<file path="src/rtl/cmp_pkg.sv">
// Shared types for the serial magnitude comparator: FSM states and result codes.
package cmp_pkg;

    typedef enum logic [1:0] {
        ST_IDLE = 2'b00,
        ST_RUN  = 2'b01,
        ST_DONE = 2'b10
    } state_e;

    typedef logic [1:0] cmp_res_t;

    localparam cmp_res_t CMP_NONE = 2'b00;
    localparam cmp_res_t CMP_LT   = 2'b01;
    localparam cmp_res_t CMP_GT   = 2'b10;
    localparam cmp_res_t CMP_EQ   = 2'b11;

    // Fold a pair of slice flags into one result code; neither flag set means equal.
    function automatic cmp_res_t encode_res(input logic lt, input logic gt);
        if (lt) begin
            return CMP_LT;
        end
        if (gt) begin
            return CMP_GT;
        end
        return CMP_EQ;
    endfunction

endpackage

</file>
<file path="src/rtl/slice_compare.sv">
// Combinational STEP-bit unsigned comparator built from a MSB-first chain of 1-bit cells.
module slice_compare #(
    parameter int unsigned STEP = 1
) (
    input  logic [STEP-1:0] a,
    input  logic [STEP-1:0] b,
    output logic            lt,
    output logic            gt,
    output logic            eq
);

    logic lt_acc;
    logic gt_acc;

    // Each iteration is one cell: the first differing bit from the top latches the decision.
    always_comb begin
        lt_acc = 1'b0;
        gt_acc = 1'b0;
        for (int k = STEP - 1; k >= 0; k--) begin
            {lt_acc, gt_acc} = {lt_acc | (~gt_acc & ~a[k] &  b[k]),
                                gt_acc | (~lt_acc &  a[k] & ~b[k])};
        end
    end

    assign lt = lt_acc;
    assign gt = gt_acc;
    assign eq = ~(lt_acc | gt_acc);

endmodule

</file>
<file path="src/rtl/serial_magnitude_comparator.sv">
// Sequential MSB-first magnitude comparator, STEP bits per clock with early exit.
// Optional two's-complement mode (signed_mode port) when SERIAL_CMP_SIGNED_EN is defined.
module serial_magnitude_comparator
    import cmp_pkg::*;
#(
    parameter int unsigned WIDTH = 8,
    parameter int unsigned STEP  = 1
) (
    input  logic                        clk,
    input  logic                        rst_n,
    input  logic                        start,
    input  logic [WIDTH-1:0]            a,
    input  logic [WIDTH-1:0]            b,
`ifdef SERIAL_CMP_SIGNED_EN
    input  logic                        signed_mode,
`endif
    output logic                        busy,
    output logic                        done,
    output logic                        lesser,
    output logic                        greater,
    output logic                        equal,
    output logic [$clog2(WIDTH/STEP):0] slices
);

    localparam int unsigned NUM_SLICES = WIDTH / STEP;
    localparam int unsigned SLW        = $clog2(NUM_SLICES) + 1;

    if (WIDTH < 2) begin : g_bad_width
        $error("serial_magnitude_comparator: WIDTH must be at least 2");
    end
    if ((STEP < 1) || (STEP > WIDTH) || ((WIDTH % STEP) != 0)) begin : g_bad_step
        $error("serial_magnitude_comparator: STEP must divide WIDTH");
    end

    state_e           state_q,   state_d;
    logic [WIDTH-1:0] a_q,       a_d;
    logic [WIDTH-1:0] b_q,       b_d;
    logic [SLW-1:0]   idx_q,     idx_d;
    logic [SLW-1:0]   cnt_q,     cnt_d;
    cmp_res_t         res_q,     res_d;
    logic             busy_q,    busy_d;
    logic             done_q,    done_d;
    logic             lesser_q,  lesser_d;
    logic             greater_q, greater_d;
    logic             equal_q,   equal_d;
    logic [SLW-1:0]   slices_q,  slices_d;

    logic             sl_lt;
    logic             sl_gt;
    logic             sl_eq;
    logic             last_slice_c;
    logic [WIDTH-1:0] msb_flip_c;

    // Biasing the sign bit of both operands turns a signed compare into an unsigned one.
`ifdef SERIAL_CMP_SIGNED_EN
    assign msb_flip_c = {signed_mode, {(WIDTH-1){1'b0}}};
`else
    assign msb_flip_c = '0;
`endif

    // Operands shift left each step, so the active slice is always the top STEP bits.
    slice_compare #(
        .STEP (STEP)
    ) u_slice_compare (
        .a  (a_q[WIDTH-1 -: STEP]),
        .b  (b_q[WIDTH-1 -: STEP]),
        .lt (sl_lt),
        .gt (sl_gt),
        .eq (sl_eq)
    );

    assign last_slice_c = (idx_q == SLW'(NUM_SLICES - 1));

    always_comb begin
        state_d   = state_q;
        a_d       = a_q;
        b_d       = b_q;
        idx_d     = idx_q;
        cnt_d     = cnt_q;
        res_d     = res_q;
        busy_d    = 1'b0;
        done_d    = 1'b0;
        lesser_d  = lesser_q;
        greater_d = greater_q;
        equal_d   = equal_q;
        slices_d  = slices_q;

        case (state_q)
            ST_IDLE: begin
                if (start && !busy_q) begin
                    a_d     = a ^ msb_flip_c;
                    b_d     = b ^ msb_flip_c;
                    idx_d   = '0;
                    state_d = ST_RUN;
                end
            end
            ST_RUN: begin
                if (!sl_eq || last_slice_c) begin
                    res_d   = encode_res(sl_lt, sl_gt);
                    cnt_d   = idx_q + SLW'(1);
                    state_d = ST_DONE;
                end else begin
                    idx_d = idx_q + SLW'(1);
                    a_d   = a_q << STEP;
                    b_d   = b_q << STEP;
                end
            end
            ST_DONE: begin
                // Results become visible together with the done pulse.
                lesser_d  = (res_q == CMP_LT);
                greater_d = (res_q == CMP_GT);
                equal_d   = (res_q == CMP_EQ);
                slices_d  = cnt_q;
                done_d    = 1'b1;
                state_d   = ST_IDLE;
            end
            default: begin
                state_d = ST_IDLE;
            end
        endcase

        busy_d = (state_d != ST_IDLE) || (state_q == ST_DONE);
    end

    always_ff @(posedge clk) begin
        if (!rst_n) begin
            state_q   <= ST_IDLE;
            a_q       <= '0;
            b_q       <= '0;
            idx_q     <= '0;
            cnt_q     <= '0;
            res_q     <= CMP_NONE;
            busy_q    <= 1'b0;
            done_q    <= 1'b0;
            lesser_q  <= 1'b0;
            greater_q <= 1'b0;
            equal_q   <= 1'b0;
            slices_q  <= '0;
        end else begin
            state_q   <= state_d;
            a_q       <= a_d;
            b_q       <= b_d;
            idx_q     <= idx_d;
            cnt_q     <= cnt_d;
            res_q     <= res_d;
            busy_q    <= busy_d;
            done_q    <= done_d;
            lesser_q  <= lesser_d;
            greater_q <= greater_d;
            equal_q   <= equal_d;
            slices_q  <= slices_d;
        end
    end

    assign busy    = busy_q;
    assign done    = done_q;
    assign lesser  = lesser_q;
    assign greater = greater_q;
    assign equal   = equal_q;
    assign slices  = slices_q;

endmodule
</file>
<file path="config.mk">
export PLATFORM = sky130hd
export DESIGN_NAME = serial_magnitude_comparator
export DESIGN_NICKNAME = d
export VERILOG_FILES = /design/src/rtl/cmp_pkg.sv /design/src/rtl/slice_compare.sv /design/src/rtl/serial_magnitude_comparator.sv
export SDC_FILE = /design/constraint.sdc
export NUM_CORES = 1
export LEC_CHECK = 0
export BUFFER_PORTS_ARGS = -buffer_cell sky130_fd_sc_hd__buf_2
export CAP_MARGIN = 40
export CORE_AREA = 2 2 62 64
export CTS_CLUSTER_SIZE = 14
export DETAILED_ROUTE_END_ITERATION = 12
export DIE_AREA = 0 0 64 66
export HOLD_SLACK_MARGIN = 0.02
export PLACE_DENSITY_LB_ADDON = 0.08
export SLEW_MARGIN = 15
export SYNTH_ARGS = -nofsm -noshare
export SYNTH_HDL_FRONTEND = slang
export SYNTH_HIERARCHICAL = 1
export SYNTH_SLANG_ARGS = --single-unit
export TNS_END_PERCENT = 30
</file>
<file path="constraint.sdc">
create_clock -name clk -period 2.2 [get_ports clk]
set_input_delay 0.44 -clock clk [delete_from_list [all_inputs] [get_ports clk]]
set_output_delay 0.44 -clock clk [all_outputs]
set_load 0.02 [all_outputs]
</file>
==> impl_metrics.py, run 1 <==
metrics = {
    "worst_setup_path": {
        "timing.critical_path.to_type": "flop",
        "r2r.worst_path.cells": 5,
        "worstSetupStartpointType": "flop",
        "cp_data_arrival_time_ns": 2.06,
        "timing_worst_setup_path_type": "flop to flop",
        "worst-endpoint-required_ns": 2.44,
        "critical_path.max_fanout": 16,
    },
    "grt": {
        "grtUsageTotal": 0.185,
        "grt_antenna_before_repair": 0,
        "first_pass_grt_wire_length_um": 6090,
        "first_global_vias": 1323,
        "global_route_congestion_overflow_total": 0,
        "grt_start_max_net_pins": 20,
    },
    "drt": {
        "postRouteWirelength_um": 3520,
        "ant_nets": 0,
        "detailedRoute.firstPassIterationCount": 4,
        "route.vias.total": 1446,
        "routedWlPerCell_um": 13.1,
        "viasPerCell": 5.40,
        "drtIter0Drc": 118,
        "post_route_drc": 0,
    },
    "finish": {
        "syn_to_final_growth_pct": 11.5,
        "mostFrequentLayoutCell": "sky130_fd_sc_hd__nand2_1",
        "fin_area_sq_um": 1900,
        "layout.cells.most_common_list": "sky130_fd_sc_hd__nand2_1 (52), sky130_fd_sc_hd__dfxtp_1 (37), sky130_fd_sc_hd__buf_2 (27), sky130_fd_sc_hd__a211oi_1 (15), sky130_fd_sc_hd__a311oi_1 (14)",
        "fillers": 354,
        "final-seq-area_sq_um": 741,
        "final_layout_size_suffix_gt1_frac": 0.191,
        "area_taken_by_multi_input_logic_gates_sq_um": 822,
        "fin_nets": 242,
        "antenna_cells": 0,
    },
    "run": {
        "drv.max_cap_violation_count": 0,
    },
    "clocking": {
        "clk_latency_worst_skew_pair_ns": 0.33,
        "cts.htree.levels": 2,
        "worst_setup_hold_path_clk_slew_ns": 0.10,
        "post_cts_buffers": 0,
        "hold_buffers": 0,
        "ctsResizeCount": 0,
        "cts_root_buffer": "sky130_fd_sc_hd__clkbuf_4",
        "clock-sinks": 37,
        "tritoncts": "done",
        "numCtsBuffers": 5,
        "bufs_on_longest_clock_path": 2,
    },
    "synthesis": {
        "post_synth_inst_count": 198,
        "synth.ff_latch_count": 37,
        "postSynth.asyncResetShare": 0,
        "synth-warning-count": 6,
        "post_synth.cell_area_avg_sq_um": 8.59,
        "synth-edff-count": 0,
        "syn_nets": 220,
        "yosys.area.top_type_share": 0.435,
        "synth_area_leaders": "sky130_fd_sc_hd__dfxtp_1 (44%), sky130_fd_sc_hd__nand2_1 (11%), sky130_fd_sc_hd__a311oi_1 (7.2%)",
        "synth.yosys.seq_area_share": 0.435,
        "yosys.cell_types.count": 36,
        "synth_top_flop_cell": "sky130_fd_sc_hd__dfxtp_1",
        "synth.cell_area_sq_um": 1700,
        "synthDominantAreaCellType": "sky130_fd_sc_hd__dfxtp_1",
    },
    "pwr": {
        "power_leakage_nw": 0.758,
        "power_density_nw_per_um2": 865,
        "ir_worst_vdd_mv": 0.453,
        "total_power_after_layout_mw": 1.64,
    },
    "place": {
        "final_gp_congestion": 0.766,
        "io_buffers": 27,
        "postPlaceCellArea_sq_um": 1840,
        "dp.final_hpwl_um": 2480,
    },
    "sta": {
        "layout_worst_path_cycle_share": 0.826,
        "setup_clock_skew_after_layout_ns": 0.00649,
        "grt_setup_unrepaired": "false",
        "final_hold_vios": 0,
        "setup-violations-final": 0,
        "timing.max_slew.rel_slack": 0.574,
        "fmax_mhz": 550,
        "timing.setup.tns_ns": 0,
        "period_minus_slack_ns": 1.82,
        "drv_slew": 0,
        "max_slew.worst_pin.slew_ns": 0.638,
    },
    "die": {
        "placeableCoreArea_sq_um": 3550,
        "die-area_sq_um": 4220,
        "fp.dieH_um": 66,
        "num_rows": 22,
        "initial_utilization": 0.479,
        "floorplan.io_pins": 28,
        "die_width_um": 64,
    },
    "status": {
        "outcome": "complete, no violations",
    },
    "worst_hold_path": {
        "hp-class": "input pin to flop",
        "whs_path_depth": 3,
    },
}
power breakdown:
part           internal [mW]  switching, mW  total [mW]
Clock                  0.151          0.206       0.357
Combinational          0.201          0.260       0.461
Sequential             0.764         0.0590       0.823
registers in the layout (all words and copies together), names as in the netlist:
name,flops
res_q,2
slices,4
state_q,2
idx_q,4
done,1
busy,1
equal,1
greater,1
a_q,8
b_q,8
cnt_q,4
lesser,1
area by class of cell:
class                      instances  area share
timing repair buffer              34       0.106
sequential                        37       0.391
tap                               48      0.0317
clock buffer                       7      0.0290
multi-input combinational        137       0.433
inverter                           5     0.00989
Yosys cell counts (2+ instances only):
| cell | count |
|---|---|
| sky130_fd_sc_hd__nand2_1 | 52 |
| sky130_fd_sc_hd__dfxtp_1 | 37 |
| sky130_fd_sc_hd__a211oi_1 | 15 |
| sky130_fd_sc_hd__a311oi_1 | 14 |
| sky130_fd_sc_hd__a21oi_1 | 9 |
| sky130_fd_sc_hd__buf_2 | 6 |
| sky130_fd_sc_hd__clkbuf_1 | 6 |
| sky130_fd_sc_hd__nand3_1 | 6 |
| sky130_fd_sc_hd__mux2i_1 | 5 |
| sky130_fd_sc_hd__buf_6 | 4 |
| sky130_fd_sc_hd__inv_1 | 4 |
| sky130_fd_sc_hd__nand2b_1 | 4 |
| sky130_fd_sc_hd__nor2_1 | 4 |
| sky130_fd_sc_hd__ha_1 | 3 |
| sky130_fd_sc_hd__o21ai_0 | 3 |
| sky130_fd_sc_hd__a21o_1 | 2 |
| sky130_fd_sc_hd__and3b_1 | 2 |
| sky130_fd_sc_hd__buf_4 | 2 |
| sky130_fd_sc_hd__nor3_1 | 2 |
| sky130_fd_sc_hd__xor2_1 | 2 |
metrics by stage:
step | hold WS (ns) | util | setup slack [ns] | std cells
floorplan | 0.432 | - | 0.599 | 198
global placement | 0.437 | 0.519 | 0.523 | 261
detailed placement | 0.445 | 0.519 | 0.435 | 261
CTS | 0.305 | 0.534 | 0.382 | 268
global route | 0.341 | 0.534 | 0.253 | 268
finish | 0.321 | 0.534 | 0.382 | 268
metal layers:
metal | up-vias | global-route usage | part of all wire
li1 | 743 | - | -
met1 | 672 | 0.254 | 0.50
met2 | 25 | 0.276 | 0.45
met3 | 6 | 0.0579 | 0.038
met4 | 0 | 0.0571 | 0.010
met5 | - | 0 | 0
critical path, cell delays in order (launching register included):
cell and delay, ns:
sky130_fd_sc_hd__dfxtp_1 0.38, sky130_fd_sc_hd__ha_1 0.26, sky130_fd_sc_hd__nand3b_1 0.32, sky130_fd_sc_hd__a21o_1 0.34
sky130_fd_sc_hd__buf_12 0.18, sky130_fd_sc_hd__a311oi_1 0.24
cell families after synthesis:
kind of cell,count (synthesis),synth area share
buf+inv,24,0.0816
compound gates,48,0.208
simple gates,79,0.213
flops,37,0.435
mux,5,0.0294
xor+xnor,2,0.0103
fa+ha+maj,3,0.0221
final timing paths:
kind	from	to	slack [ns]
worst min register to register	equal$_SDFFE_PN0P_	equal$_SDFFE_PN0P_	0.46
worst max-delay path	idx_q[0]$_SDFFE_PN0P_	a_q[6]$_SDFFE_PN0P_	0.38
worst max register to register	idx_q[0]$_SDFFE_PN0P_	a_q[6]$_SDFFE_PN0P_	0.38
worst min-delay path	a[0]	a_q[0]$_SDFFE_PN0P_	0.32
Power figures use the tool's default switching activity.
==> run 2: changes to the inputs <==
==> constraint.sdc (replaced) <==
create_clock -name clk -period 1.5 [get_ports clk]
set_input_delay 0.3 -clock clk [delete_from_list [all_inputs] [get_ports clk]]
set_output_delay 0.3 -clock clk [all_outputs]
set_load 0.02 [all_outputs]
==> run 2 against run 1 <==
Effect of this change:
- the run now ends with setup timing left
- routed wire length grew 9.0%
- cell area grew 14%
- first-iteration DRC count grew 5.1%
- sequential share of layout area shrank 4.5 points
- largest power group unchanged
- cell count grew 6.3%
- flip-flop and latch count is the same
- register-to-register slack lost 0.39 ns
- sequential power grew 48%
- core utilization grew 7.4 points
==> impl_metrics.py, run 2 (same netlist as run 1, synthesis figures left out) <==
metrics = {
    "grt": {
        "grt_start_max_net_pins": 20,
        "grt_antenna_before_repair": 0,
        "grtUsageTotal": 0.195,
        "first_global_vias": 1429,
        "global_route_congestion_overflow_total": 0,
        "first_pass_grt_wire_length_um": 6350,
    },
    "finish": {
        "mostFrequentLayoutCell": "sky130_fd_sc_hd__nand2_1",
        "antenna_cells": 0,
        "biggestRegsByFlops": "a_q (8), b_q (8)",
        "fillers": 314,
        "layout.cells.most_common_list": "sky130_fd_sc_hd__nand2_1 (52), sky130_fd_sc_hd__dfxtp_1 (33), sky130_fd_sc_hd__buf_2 (28), sky130_fd_sc_hd__buf_4 (17), sky130_fd_sc_hd__a211oi_1 (12)",
        "syn_to_final_growth_pct": 26.9,
        "final_cell_count_no_fill": 285,
        "fin_nets": 258,
        "final_layout_size_suffix_gt1_frac": 0.342,
    },
    "worst_setup_path": {
        "worstSetupStartpointType": "flop",
        "cpPeakStageDelay_ns": 0.36,
        "category_of_cells_accounting_for_the_largest_share_of_critical_path_delay": "flip-flops",
        "timing.critical_path.to_type": "flop",
        "cp_data_arrival_time_ns": 1.73,
        "worst-endpoint-required_ns": 1.72,
        "timing.critical_path.buf_inv": 2,
        "critical_path.max_fanout": 5,
        "crit_path_cell_trace": "inv_2 > ha_4 > and3b_2 > a21o_1 > buf_2 > a311oi_2",
        "timing_worst_setup_path_type": "flop to flop",
        "cp_slowest_cell": "sky130_fd_sc_hd__dfxtp_2",
    },
    "drt": {
        "top_signal_layer_used": "met4",
        "drtIter0Drc": 124,
        "detailedRoute.firstPassIterationCount": 4,
        "amount_of_wire_on_met2_after_detailed_routing_um": 1720,
        "dr_wl_met3_um": 174,
        "route.vias.total": 1524,
        "viasPerCell": 5.35,
        "routedLengthMet1_um": 1880,
        "post_route_drc": 0,
        "postRouteWirelength_um": 3830,
        "routedWlPerCell_um": 13.4,
        "ant_nets": 0,
    },
    "die": {
        "num_rows": 22,
        "floorplan.io_pins": 28,
        "placeableCoreArea_sq_um": 3550,
        "die-area_sq_um": 4220,
        "initial_utilization": 0.479,
        "fp.dieH_um": 66,
        "die_width_um": 64,
    },
    "place": {
        "io_buffers": 27,
        "dp.final_hpwl_um": 2620,
        "place_inst": 272,
        "final_gp_congestion": 0.738,
    },
    "run": {
        "drv.max_cap_violation_count": 0,
    },
    "sta": {
        "fmax_mhz": 664,
        "timing.final.ws_setup_ns": -0.00625,
        "layout_worst_path_cycle_share": 1.00,
        "timing.max_slew.rel_slack": 0.760,
        "max_slew.worst_pin.slew_ns": 0.358,
        "drv_slew": 0,
        "period_minus_slack_ns": 1.51,
        "final_hold_vios": 0,
        "setup-violations-final": 2,
        "grt_setup_unrepaired": "true",
        "setup_clock_skew_after_layout_ns": 0.00878,
    },
    "pwr": {
        "total_power_after_layout_mw": 2.75,
        "power_leakage_nw": 0.865,
        "power_density_nw_per_um2": 1270,
        "ir_worst_vdd_mv": 0.596,
    },
    "clocking": {
        "worst_setup_hold_path_clk_slew_ns": 0.11,
        "hold_buffers": 0,
        "numCtsBuffers": 5,
        "bufs_on_longest_clock_path": 2,
        "cts_root_buffer": "sky130_fd_sc_hd__clkbuf_4",
        "cts.htree.levels": 2,
        "clock-sinks": 37,
        "clk_latency_worst_skew_pair_ns": 0.34,
        "tritoncts": "done",
    },
    "worst_hold_path": {
        "hp-class": "input pin to flop",
    },
    "status": {
        "violations": "setup timing",
        "outcome": "finished with violations",
    },
}
-- run 2: cell count changes in the layout (fill, tap and decap cells not counted), sizes merged --
| cell | change |
|---|---|
| clkinv | +1 |
| buf | +16 |
-- run 2: cell type report --
| cell class | count | area [sq um] | share of cell area |
|---|---|---|---|
| timing repair buffer | 50 | 342 | 0.158 |
| inverter | 5 | 18.8 | 0.00869 |
| clock buffer | 7 | 65.1 | 0.0301 |
| multi-input combinational | 137 | 923 | 0.428 |
| clock inverter | 1 | 5.00 | 0.00232 |
| tap | 48 | 60.1 | 0.0278 |
| sequential | 37 | 746 | 0.345 |
-- run 2: tightest hold or removal path, stage by stage --
cell and delay (ns):
sky130_fd_sc_hd__buf_2 0.08, sky130_fd_sc_hd__nand3_1 0.05, sky130_fd_sc_hd__o21ai_0 0.06
-- run 2: path summary, 6_finish.rpt --
path / slack (ns) / cells past startpoint / endpoint / start
min: 0.18 / 3 / a_q[0]$_SDFFE_PN0P_ / a[0]
min reg2reg: 0.45 / 2 / equal$_SDFFE_PN0P_ / equal$_SDFFE_PN0P_
max: -0.006 / 6 / a_q[7]$_SDFFE_PN0P_ / a_q[7]$_SDFFE_PN0P_
max reg2reg: -0.006 / 6 / a_q[7]$_SDFFE_PN0P_ / a_q[7]$_SDFFE_PN0P_
-- run 2: what timing repair did --
item / 4_1_cts / 5_1_grt
pin swaps: 0 / 3
setup endpoints to repair: 15 / 19
cloned: 0 / 1
setup buffers: 1 / 3
gates resized for setup: 6 / 17
-- run 2: routing by layer --
metal / GRT usage / up-vias
li1: - / 785
met5: 0 / -
met4: 0.0788 / 0
met3: 0.0613 / 5
met1: 0.246 / 701
met2: 0.309 / 33
-- run 2: metrics by stage --
step | setup WS [ns] | instance area, sq um | hold slack (ns) | util | setup TNS, ns
5_1_grt | -0.0651 | 2160 | 0.181 | 0.608 | -0.574
2_1_floorplan | 0.00981 | 1720 | 0.430 | - | 0
4_1_cts | -0.00201 | 2050 | 0.155 | 0.577 | -0.00201
6_report | -0.00625 | 2160 | 0.180 | 0.608 | -0.00805
3_3_place_gp | 0.0328 | 1950 | 0.437 | 0.549 | 0
3_5_place_dp | -0.0213 | 1950 | 0.440 | 0.549 | -0.0327
-- run 2: power breakdown --
part / total [mW] / switching, mW / internal (mW)
sequential: 1.22 / 0.0977 / 1.12
clock: 0.601 / 0.329 / 0.272
combinational: 0.925 / 0.474 / 0.451
==> run 3: changes to the inputs <==
--- a/config.mk
+++ b/config.mk
@@ -12,6 +12,7 @@
 export DETAILED_ROUTE_END_ITERATION = 12
 export DIE_AREA = 0 0 64 66
 export HOLD_SLACK_MARGIN = 0.02
+export MAX_ROUTING_LAYER = met4
 export PLACE_DENSITY_LB_ADDON = 0.08
 export SLEW_MARGIN = 15
 export SYNTH_ARGS = -nofsm -noshare
==> run 3 against run 2 <==
Effect of this change:
- the flow still finishes with violations (setup timing)
- combinational power shrank 0.4%
- non-clock buffer count unchanged
- flip-flop and latch count stayed put
- clock power about the same
- count of clock-buffer cells in the layout unchanged
- first-iteration DRC count up 0.81%
- global-route usage grew 0.56 points
- critical path type unchanged
- critical endpoint unchanged
- largest power group unchanged
==> impl_metrics.py, run 3 (same netlist as run 1, synthesis figures left out) <==
metrics = {
    "sta": {
        "layout_worst_path_cycle_share": 1.00,
        "final.hold.worst_slack_ns": 0.180,
        "max_slew.worst_pin.slew_ns": 0.357,
        "final_hold_vios": 0,
        "setup_clock_skew_after_layout_ns": 0.00862,
        "period_minus_slack_ns": 1.51,
        "grt_setup_unrepaired": "true",
        "drv_slew": 0,
        "timing.setup.tns_ns": -0.00774,
        "fmax_mhz": 664,
        "timing.final.ws_setup_ns": -0.00599,
        "setup-violations-final": 2,
        "timing.max_slew.rel_slack": 0.761,
    },
    "grt": {
        "use_met2": 0.307,
        "grtUsageTotal": 0.201,
        "gr-usage-met1": 0.248,
        "first_global_vias": 1432,
        "first_pass_grt_wire_length_um": 6370,
        "grt_busiest_layer": "met2",
        "grt_antenna_before_repair": 0,
        "global_route_congestion_overflow_total": 0,
        "met3_resource_use_gr": 0.0613,
        "grt_start_max_net_pins": 20,
    },
    "die": {
        "floorplan.io_pins": 28,
        "die_width_um": 64,
        "fp.dieH_um": 66,
        "num_rows": 22,
        "die-area_sq_um": 4220,
        "initial_utilization": 0.479,
        "placeableCoreArea_sq_um": 3550,
    },
    "clocking": {
        "cts_root_buffer": "sky130_fd_sc_hd__clkbuf_4",
        "tritoncts": "done",
        "bufs_on_longest_clock_path": 2,
        "hold_buffers": 0,
        "clk_latency_worst_skew_pair_ns": 0.34,
        "worst_setup_hold_path_clk_slew_ns": 0.11,
        "clock-sinks": 37,
        "cts.htree.levels": 2,
        "numCtsBuffers": 5,
    },
    "drt": {
        "post_route_drc": 0,
        "ant_nets": 0,
        "postRouteWirelength_um": 3800,
        "drtIter0Drc": 125,
        "viasPerCell": 5.34,
        "route.vias.total": 1523,
        "detailedRoute.firstPassIterationCount": 4,
        "routedWlPerCell_um": 13.3,
    },
    "worst_setup_path": {
        "critical_path.max_fanout": 5,
        "category_of_cells_accounting_for_the_largest_share_of_critical_path_delay": "flip-flops",
        "worstSetupStartpointType": "flop",
        "crit_path_cell_trace": "inv_2 > ha_4 > and3b_2 > a21o_1 > buf_2 > a311oi_2",
        "timing_worst_setup_path_type": "flop to flop",
        "timing.critical_path.buf_inv": 2,
        "cpPeakStageDelay_ns": 0.36,
        "worst-endpoint-required_ns": 1.73,
        "timing.rr.start": "a_q[7]$_SDFFE_PN0P_",
        "cp_data_arrival_time_ns": 1.73,
        "capture_point_of_the_worst_reg_to_reg_path": "a_q[7]$_SDFFE_PN0P_",
        "r2r.worst_path.cells": 6,
        "timing.critical_path.to_type": "flop",
        "cp_slowest_cell": "sky130_fd_sc_hd__dfxtp_2",
        "r2r_slack_ns": -0.006,
    },
    "finish": {
        "final_cell_count_no_fill": 285,
        "antenna_cells": 0,
        "fin_nets": 258,
        "fillers": 314,
        "biggestRegsByFlops": "a_q (8), b_q (8)",
        "finished_core_util": 0.608,
        "final_layout_size_suffix_gt1_frac": 0.342,
        "layout.cells.most_common_list": "sky130_fd_sc_hd__nand2_1 (52), sky130_fd_sc_hd__dfxtp_1 (33), sky130_fd_sc_hd__buf_2 (28), sky130_fd_sc_hd__buf_4 (17), sky130_fd_sc_hd__a211oi_1 (12)",
        "fin_area_sq_um": 2160,
        "syn_to_final_growth_pct": 26.9,
        "mostFrequentLayoutCell": "sky130_fd_sc_hd__nand2_1",
    },
    "worst_hold_path": {
        "timing.hold.worst_endpoint": "a_q[0]$_SDFFE_PN0P_",
        "hp-class": "input pin to flop",
        "whs_path_depth": 3,
        "hp-start": "a[0]",
    },
    "status": {
        "outcome": "finished with violations",
        "violations": "setup timing",
    },
    "place": {
        "final_gp_congestion": 0.748,
        "io_buffers": 27,
        "postPlaceCellArea_sq_um": 1950,
        "place_inst": 272,
        "detailedPlace.worstSlack_ns": -0.0213,
        "dp.final_hpwl_um": 2620,
    },
    "pwr": {
        "total_power_after_layout_mw": 2.74,
        "power_density_nw_per_um2": 1270,
        "power_leakage_nw": 0.865,
        "ir_worst_vdd_mv": 0.589,
    },
    "run": {
        "drv.max_cap_violation_count": 0,
    },
}
-- run 3: how the worst max path moves through the flow --
stage | from | endpoint | depth (start not counted)
6_report | a_q[7]$_SDFFE_PN0P_ | a_q[7]$_SDFFE_PN0P_ | 6
5_1_grt | a_q[7]$_SDFFE_PN0P_ | a_q[7]$_SDFFE_PN0P_ | 6
2_1_floorplan | a_q[7]$_SDFFE_PN0P_ | a_q[7]$_SDFFE_PN0P_ | 7
4_1_cts | a_q[7]$_SDFFE_PN0P_ | a_q[4]$_SDFFE_PN0P_ | 6
3_3_place_gp | idx_q[1]$_SDFFE_PN0P_ | res_q[0]$_SDFFE_PN0P_ | 4
3_5_place_dp | a_q[7]$_SDFFE_PN0P_ | a_q[2]$_SDFFE_PN0P_ | 6
-- run 3: metal layers --
layer	up-vias	part of all wire	wire length, um
met5	-	0	0
met1	706	0.48	1840
met4	0	0.014	52
li1	782	-	-
met3	5	0.047	179
met2	30	0.46	1730
-- run 3: final cells by class --
class,instances,area (sq um),share of cell area
multi-input combinational,137,923,0.428
inverter,5,18.8,0.00869
sequential,37,746,0.345
clock inverter,1,5.00,0.00232
timing repair buffer,50,342,0.158
clock buffer,7,65.1,0.0301
tap,48,60.1,0.0278
-- run 3: worst min-delay path, cell delays in order --
cell	delay (ns)
sky130_fd_sc_hd__buf_2	0.08
sky130_fd_sc_hd__nand3_1	0.05
sky130_fd_sc_hd__o21ai_0	0.06
-- run 3: what timing repair did --
| item | in CTS | in global routing |
|---|---|---|
| setup endpoints to repair | 15 | 19 |
| buffers inserted | 1 | 3 |
| pin swaps | 0 | 3 |
| resized for setup | 6 | 17 |
| cloned | 0 | 1 |
-- run 3: power breakdown --
group	leakage [nW]	total (mW)	switching (mW)	internal, mW
clock	0.0413	0.599	0.327	0.272
combinational	0.519	0.921	0.470	0.451
sequential	0.304	1.22	0.0972	1.12
